### src/rtl/ram_be_sync.sv
// Single-port synchronous RAM with byte-lane writes, a registered read with a
// one-cycle valid strobe, and a post-reset sequencer that zeroes every word.
module ram_be_sync #(
  parameter  int DATA_W = 32,
  parameter  int ADDR_W = 5,
  localparam int BE_W   = DATA_W / 8
) (
  input  logic              clk,
  input  logic              reset,
  input  logic              cen,
  input  logic              wen,
  input  logic [BE_W-1:0]   be,
  input  logic [ADDR_W-1:0] addr,
  input  logic [DATA_W-1:0] din,
  output logic [DATA_W-1:0] dout,
  output logic              dout_valid,
  output logic              busy
);

  localparam int DEPTH = 2 ** ADDR_W;

  typedef enum logic {
    INIT,
    READY
  } state_t;

  state_t              state_q, state_d;
  logic [ADDR_W-1:0]   initCnt_q, initCnt_d;
  logic [DATA_W-1:0]   dout_q;
  logic                doutValid_q;
  logic                clearEn;
  logic                userWrEn;
  logic                rdEn;

  logic [DATA_W-1:0]   mem [DEPTH];

  // State and clear-pointer registers; reset restarts the whole clear pass.
  always_ff @(posedge clk or posedge reset) begin
    if (reset) begin
      state_q   <= INIT;
      initCnt_q <= '0;
    end else begin
      state_q   <= state_d;
      initCnt_q <= initCnt_d;
    end
  end

  // Bus accesses are only honoured once the clear pass has finished.
  always_comb begin
    state_d   = state_q;
    initCnt_d = initCnt_q;
    clearEn   = 1'b0;
    userWrEn  = 1'b0;
    rdEn      = 1'b0;
    case (state_q)
      INIT: begin
        clearEn   = 1'b1;
        initCnt_d = initCnt_q + ADDR_W'(1);
        if (initCnt_q == ADDR_W'(DEPTH - 1)) begin
          state_d = READY;
        end
      end
      READY: begin
        userWrEn = cen & wen;
        rdEn     = cen & ~wen;
      end
      default: begin
        state_d = INIT;
      end
    endcase
  end

  // The array itself is never reset; the INIT pass clears it instead.
  always_ff @(posedge clk) begin
    if (clearEn) begin
      mem[initCnt_q] <= '0;
    end else if (userWrEn) begin
      for (int i = 0; i < BE_W; i++) begin
        if (be[i]) begin
          mem[addr][8*i +: 8] <= din[8*i +: 8];
        end
      end
    end
  end

  always_ff @(posedge clk or posedge reset) begin
    if (reset) begin
      dout_q      <= '0;
      doutValid_q <= 1'b0;
    end else begin
      doutValid_q <= rdEn;
      if (rdEn) begin
        dout_q <= mem[addr];
      end
    end
  end

  assign dout       = dout_q;
  assign dout_valid = doutValid_q;
  assign busy       = (state_q == INIT);

endmodule

### config.mk
export PLATFORM = sky130hd
export DESIGN_NAME = ram_be_sync
export DESIGN_NICKNAME = d
export VERILOG_FILES = /design/src/rtl/ram_be_sync.sv
export SDC_FILE = /design/constraint.sdc
export NUM_CORES = 1
export LEC_CHECK = 0
export ABC_AREA = 0
export CORE_ASPECT_RATIO = 1.75
export CORE_MARGIN = 5
export CORE_UTILIZATION = 41
export CTS_CLUSTER_DIAMETER = 120
export DETAILED_ROUTE_END_ITERATION = 8
export DONT_BUFFER_PORTS = 1
export GPL_TIMING_DRIVEN = 1
export PLACE_DENSITY = 0.55
export SLEW_MARGIN = 20
export SYNTH_ARGS = -nofsm -noshare
export SYNTH_HDL_FRONTEND = slang
export SYNTH_SLANG_ARGS = --single-unit
### constraint.sdc
create_clock -name clk -period 2.28 [get_ports clk]
set_clock_uncertainty 0.15 [all_clocks]
set_input_delay 0.342 -clock clk [delete_from_list [all_inputs] [get_ports clk]]
set_output_delay 0.342 -clock clk [all_outputs]
set_load 0.005 [all_outputs]
==> summary.txt, run 1 <==
Layout
  – Area of the multi-input gates: 0.0108 sq mm
  – Post-route design area: 0.0514 sq mm
  – Fill count: 8,478
  – P&R area growth vs syn: 20.9%
  – Fin cells: 4,100
  – FF/Latch Area: 0.0317 sq mm
  – Final net count: 2,724
  – Final core occ: 0.498
  – Share of cells above drive strength 1: 0.251

Critical path
  – Crit end category: flop
  – Worst stage delay on the critical path: 0.36 ns
  – Critical path's top delay family: buffers and inverters
  – Crit path launch type: flop
  – WS Path Type: flop to flop
  – Worst Path Arrival: 2.63 ns
  – CP required: 2.48 ns
  – Slowest CP cell: dfrtp_1
  – Maximum fanout along the worst path: 8
  – Most used cell, CP: buf_6
  – Crit-path cells: inv_2, buf_6, or3_4, a21oi_2, buf_6, a21oi_4, clkbuf_16, buf_12, nor2_4
  – Crit path buf inv count: 5

Placement
  – Placed Cells: 3,833
  – DPL Wire Length: 69,700 microns
  – Post-Place Setup Slack: -0.918 ns
  – Routability congestion estimate: 0.821
  – Port Buf Inserts: 0
  – Dpl cell area: 0.0461 sq mm

STA
  – Setup repair after global routing missed its margin: yes
  – Period utilization: 1.06
  – Hold Fails Final Rpt: 0
  – Max Fclk: 412 MHz
  – Final WS setup: -0.148 ns
  – Slew Limit Fails: 0
  – Min Tclk post-route: 2.43 ns
  – Final setup violation count: 691
  – Actual slew at the worst max-slew pin: 0.754 ns
  – WHS: 0.0440 ns
  – Slew margin rel.: 0.497

Drt
  – Routed wire length: 113,000 microns
  – Vias per cell: 5.56
  – DRT iter0 DRCs: 1,697
  – Routed len/inst: 27.5 microns
  – Residual DRC: 0
  – TritonRoute pass-1 iters: 5
  – Routed Antenna Nets: 0
  – DR vias: 22.8k

Clock tree
  – Clock Sink Count: 1,063
  – Max H-tree Level: 3
  – CTS Buf Count: 92
  – Clk slew on worst S/H paths: 0.07 ns
  – CTS Buffer Depth: 3
  – Clock root buffer: clkbuf_16
  – Clk_lat worst skew: 0.68 ns
  – CTS tree: built

Global routing
  – Initial antenna violation count: 1
  – Largest net degree at the start of global routing: 520
  – Number of global-route vias before repair: 23.8k
  – Total congestion overflow: 0
  – First-pass GRT wire length: 158,000 microns
  – All-Layer GR Usage: 0.194

Floorplan
  – Core Area: 0.103 sq mm
  – Die Y: 436 microns
  – Initial core utilization: 0.412
  – Die width: 253 microns
  – Io pins: 79
  – Num rows: 156
  – Die area: 0.110 sq mm

Synthesis
  – Distinct cells, synth: 43
  – Synth Register Bits: 1,063
  – Syn Nets: 2,441
  – Average size of a mapped cell: 17.8 sq um
  – Post-synthesis sequential area ratio: 0.747
  – Mapped Area: 0.0425 sq mm
  – Cells after synthesis: 2,394
  – Synth warn: 0

Pwr
  – Pwr Density: 775 mW/mm^2
  – Pleak: 19.7 nW
  – Max VDD drop: 0.000570 V

Run status
  – Status: finished with violations
  – Failing checks: setup timing

Job
  – Max cap viols: 0

Worst hold path
  – HP Class: input port to flop
[worst register-to-register path: cells and delay by family, from the launching register on]
kind / cells / cell delay [ns]
buffers and inverters: 5 / 0.74
AND/OR/NAND/NOR: 2 / 0.58
flip-flops: 1 / 0.36
AO/OA/AOI/OAI: 2 / 0.26
[through the flow]
| stage | setup TNS (ns) | power, mW |
|---|---|---|
| CTS | -19.42 | 39.8 |
| detailed placement | -676.90 | 24.0 |
| floorplan | -63.45 | 23.3 |
| global route | -112.98 | 41.0 |
| global placement | -599.81 | 23.9 |
| finish | -38.88 | 39.8 |
[cell usage after synthesis (all sizes together)]
| master | n | area, sq um |
|---|---|---|
| edfxtp | 1024 | 30700 |
| nor2 | 133 | 499 |
| nor4 | 7 | 58.8 |
| xor2 | 1 | 8.76 |
| nor2b | 7 | 43.8 |
| nand2 | 38 | 143 |
| nand3b | 2 | 15.0 |
| nor3b | 1 | 7.51 |
| nor3 | 10 | 61.3 |
| buf | 86 | 658 |
| or4 | 1 | 7.51 |
| and4 | 1 | 8.76 |
| mux2i | 512 | 5120 |
| a31oi | 9 | 56.3 |
| or2 | 2 | 12.5 |
| dfrtp | 39 | 976 |
| a221oi | 64 | 754 |
| a22o | 64 | 561 |
| or3 | 1 | 6.26 |
| a22oi | 128 | 961 |
| xnor2 | 2 | 17.5 |
| inv | 3 | 11.3 |
| nand2b | 7 | 43.8 |
| mux2 | 2 | 22.5 |
| o41ai | 32 | 521 |
| and3 | 1 | 6.26 |
| and2 | 33 | 209 |
| ha | 2 | 25.0 |
| a21oi | 75 | 375 |
| a41oi | 6 | 75.1 |
| o22ai | 32 | 200 |
| clkbuf | 69 | 278 |
[area by class of cell]
| class | count | area share |
|---|---|---|
| multi-input cells | 1173 | 0.211 |
| flip-flops and latches | 1063 | 0.618 |
| inverters | 3 | 0.000219 |
| well taps | 1343 | 0.0327 |
| diodes | 1 | 0.0000487 |
| clock buffers | 119 | 0.0480 |
| repair buffers | 344 | 0.0798 |
| clock inverters | 54 | 0.0109 |
[kinds of logic after synthesis]
family,count (synthesis),synth area share
AO/OA/AOI/OAI,410,0.0824
XOR/XNOR,3,0.000618
multiplexers,514,0.121
AND/OR/NAND/NOR,244,0.0264
flip-flops,1063,0.747
adder cells (fa/ha/maj),2,0.000589
buffers and inverters,158,0.0223
[layout by cell type, fill, tap and decap left out, types with 5 or more instances in the layout]
cell type / netlist / layout
nor2b_1: 7 / 5
clkbuf_1: 64 / 23
a22o_1: 64 / 64
nand2_1: 38 / 37
clkinv_2: 0 / 11
and2_2: 0 / 14
a221oi_1: 33 / 32
a22oi_1: 128 / 128
clkinvlp_4: 0 / 7
clkinv_1: 0 / 17
edfxtp_1: 1024 / 1024
nor2_1: 133 / 28
buf_12: 0 / 74
a21oi_1: 75 / 67
o22ai_1: 32 / 32
o41ai_2: 32 / 32
buf_16: 0 / 5
nor2_4: 0 / 72
buf_4: 35 / 180
a221oi_2: 31 / 31
dfrtp_1: 39 / 39
dlygate4sd3_1: 0 / 29
bufinv_16: 0 / 10
nand2b_1: 7 / 5
and2_4: 1 / 17
clkbuf_16: 0 / 108
inv_6: 0 / 6
buf_6: 20 / 38
mux2i_1: 512 / 512
nor2_2: 0 / 33
[what timing repair did]
item / in CTS / in global routing
pin swaps: 14 / 13
hold endpoints to repair: 839 / 86
gates resized for setup: 173 / 71
hold buffers: 26 / 3
setup buffers: 24 / 21
setup endpoints to repair: 1395 / 1248
cloned: 1 / 15
[final timing paths]
kind,start,end,slack [ns],cells past startpoint
worst max-delay path,state_q,mem[8][8],-0.15,9
worst min-delay path,addr[0],dout[11],0.04,4
worst max register to register,state_q,mem[8][8],-0.15,9
worst min register to register,dout[12],dout[12],0.40,2
max in group asynchronous,reset,dout[10],1.30,3
min in group asynchronous,reset,dout[31],0.06,2
[where the power goes]
part           internal, mW  switching, mW  total [mW]
clock                  8.83           6.97        15.8
combinational         0.979           1.49        2.47
sequential             21.4          0.142        21.6
[per-layer routing]
metal,up-vias,share of wire,global-route usage
met5,-,0,0
met4,0,0.036,0.0707
met3,168,0.048,0.0343
met2,593,0.53,0.344
met1,11800,0.39,0.235
li1,10200,-,-
[state kept, by name, summed over array words and instances (netlist names)]
name	count
state_q	1
initCnt_q	5
mem	1024
dout_valid	1
dout	32
(Power assumes the default switching activity.)
==> run 2: changes to the inputs <==
- BUFFER_PORTS_ARGS: default -> -buffer_cell sky130_fd_sc_hd__buf_2
- DONT_BUFFER_PORTS: 1 -> default
- PLACE_DENSITY: 0.55 -> 0.56
==> summary.txt, run 2 (same netlist as run 1, synthesis figures left out) <==
Run status
  – Status: finished with violations (unchanged)
  – Failing checks: setup timing (unchanged)

STA
  – Final WS setup: -0.0643 ns (was -0.148 ns)
  – Slew Limit Fails: 0 (unchanged)
  – Min Tclk post-route: 2.34 ns (was 2.43 ns)
  – Slew margin rel.: 0.619 (was 0.497)
  – Actual slew at the worst max-slew pin: 0.570 ns (was 0.754 ns)
  – Period utilization: 1.03 (was 1.06)
  – WHS: 0.0454 ns (was 0.0440 ns)
  – Final setup violation count: 15 (was 691)
  – Sum Neg Setup Slack: -0.531 ns (was -38.88 ns)
  – Max Fclk: 427 MHz (was 412 MHz)
  – Setup repair after global routing missed its margin: yes (unchanged)
  – Hold Fails Final Rpt: 0 (unchanged)

Pwr
  – Total Power: 40.0 mW (was 39.8 mW)
  – Max VDD drop: 0.000576 V (was 0.000570 V)
  – Seq pwr share: 0.538 (was 0.541)
  – Int Power: 31.4 mW (was 31.2 mW)
  – Net Sw Frac: 0.213 (was 0.216)
  – Pwr Density: 762 mW/mm^2 (was 775 mW/mm^2)
  – Psw: 8.53 mW (was 8.60 mW)
  – Pleak: 20.4 nW (was 19.7 nW)
  – Clock power share: 0.393 (was 0.397)
  – Comb power frac: 0.069 (was 0.062)

Critical path
  – Worst reg2reg path depth: 7 (was 9)
  – Crit path launch type: flop (unchanged)
  – Worst Path Arrival: 2.58 ns (was 2.63 ns)
  – CP required: 2.52 ns (was 2.48 ns)
  – WS Path Type: flop to flop (unchanged)
  – Crit end category: flop (unchanged)
  – Maximum fanout along the worst path: 8 (unchanged)
  – Worst reg-to-reg setup slack: -0.06 ns (was -0.15 ns)

Global routing
  – All-Layer GR Usage: 0.194 (about the same)
  – Largest net degree at the start of global routing: 66 (was 520)
  – Initial antenna violation count: 3 (was 1)
  – First-pass GRT wire length: 158,000 microns (about the same)
  – Total congestion overflow: 0 (unchanged)
  – Number of global-route vias before repair: 24.3k (was 23.8k)

Clock tree
  – Clk_lat worst skew: 0.68 ns (about the same)
  – CTS Buffer Depth: 3 (unchanged)
  – CTS tree: built (unchanged)
  – Max H-tree Level: 3 (unchanged)
  – Clk slew on worst S/H paths: 0.07 ns (about the same)
  – CTS Buf Count: 89 (was 92)
  – Clock root buffer: clkbuf_16 (unchanged)
  – Clock Sink Count: 1,063 (unchanged)

Layout
  – P&R area growth vs syn: 23.4% (was 20.9%)
  – Most common cell after layout, fill and taps aside: edfxtp_1 (unchanged)
  – Share of cells above drive strength 1: 0.307 (was 0.251)
  – Most frequent cells in the layout: edfxtp_1 (1,024), mux2i_1 (512), buf_4 (267) (was edfxtp_1 (1,024), mux2i_1 (512), buf_4 (180))
  – Final net count: 2,884 (was 2,724)
  – Max reg flops: 1,024 (unchanged)
  – Most flops, register: mem (unchanged)

Drt
  – Routed len/inst: 25.6 microns (was 27.5 microns)
  – TritonRoute pass-1 iters: 7 (was 5)
  – DR vias: 23.1k (was 22.8k)
  – Routed wire length: 109,000 microns (was 113,000 microns)
  – Vias per cell: 5.42 (was 5.56)
  – Routed Antenna Nets: 0 (unchanged)
  – Residual DRC: 0 (unchanged)
  – DRT iter0 DRCs: 1,561 (was 1,697)

Floorplan
  – Die Y: 436 microns (unchanged)
  – Io pins: 79 (unchanged)
  – Die area: 0.110 sq mm (unchanged)
  – Num rows: 156 (unchanged)
  – Core Area: 0.103 sq mm (unchanged)
  – Initial core utilization: 0.412 (unchanged)
  – Die width: 253 microns (unchanged)

Placement
  – DPL Wire Length: 74,100 microns (was 69,700 microns)
  – Port Buf Inserts: 78 (was 0)
  – Post-Place Setup Slack: -0.811 ns (was -0.918 ns)
  – Routability congestion estimate: 0.873 (was 0.821)

Worst hold path
  – HP Class: input port to flop (unchanged)
  – Cell depth of the worst hold path: 3 (was 4)

Job
  – Max cap viols: 0 (unchanged)
==> run 2: cell type report <==
type	count	area (sq um)
timing repair buffer	506	5210
fill	8439	50600
inverter	3	11.3
sequential	1063	31700
clock inverter	66	638
tap	1343	1680
clock buffer	100	2400
antenna	2	5.00
multi-input combinational	1174	10800
==> run 2: path summary, 6_finish.rpt <==
check / from / endpoint
worst max-delay path: initCnt_q[1] / mem[1][31]
worst min-delay path: din[11] / mem[1][11]
worst max register to register: initCnt_q[1] / mem[1][31]
worst min register to register: dout[1] / dout[1]
max in group asynchronous: reset / dout[12]
min in group asynchronous: reset / dout[28]
==> run 2: what timing repair did <==
| item | CTS | global route |
|---|---|---|
| hold buffers | 1 | 0 |
| resized for setup | 103 | 118 |
| endpoints found under the setup margin | 1016 | 837 |
| cloned | 1 | 1 |
| setup buffers | 19 | 12 |
| pin swaps | 10 | 6 |
| endpoints found under the hold margin | 39 | 0 |
==> run 2: stage by stage <==
| step | utilization | std cells | instance area [sq um] |
|---|---|---|---|
| 2_1_floorplan | - | 2394 | 42700 |
| 3_3_place_gp | 0.467 | 4063 | 48200 |
| 3_5_place_dp | 0.468 | 4063 | 48200 |
| 4_1_cts | 0.503 | 4250 | 51900 |
| 5_1_grt | 0.509 | 4256 | 52400 |
| 6_report | 0.509 | 4257 | 52400 |
==> run 2: critical path, cell delays in order, from the launching register on <==
cell and delay [ns]:
dfrtp_1 0.38, buf_4 0.19, nand2b_1 0.28, nor4_2 0.30, a31oi_4 0.13, buf_4 0.22
nor2_2 0.21, buf_4 0.19
==> run 2: routing by layer <==
| metal | GRT usage | wire [microns] | vias up |
|---|---|---|---|
| li1 | - | - | 10500 |
| met1 | 0.235 | 42300 | 11800 |
| met2 | 0.352 | 58300 | 598 |
| met3 | 0.0244 | 4490 | 174 |
| met4 | 0.0700 | 3980 | 0 |
| met5 | 0 | 0 | - |
==> run 2: power groups by stage <==
stage	clock network, mW	logic, mW	registers [mW]
floorplan	0	1.40	21.9
global placement	0	2.65	21.9
detailed placement	0	2.68	21.9
CTS	16.1	2.74	21.5
global route	16.9	2.91	21.5
finish	15.7	2.75	21.5
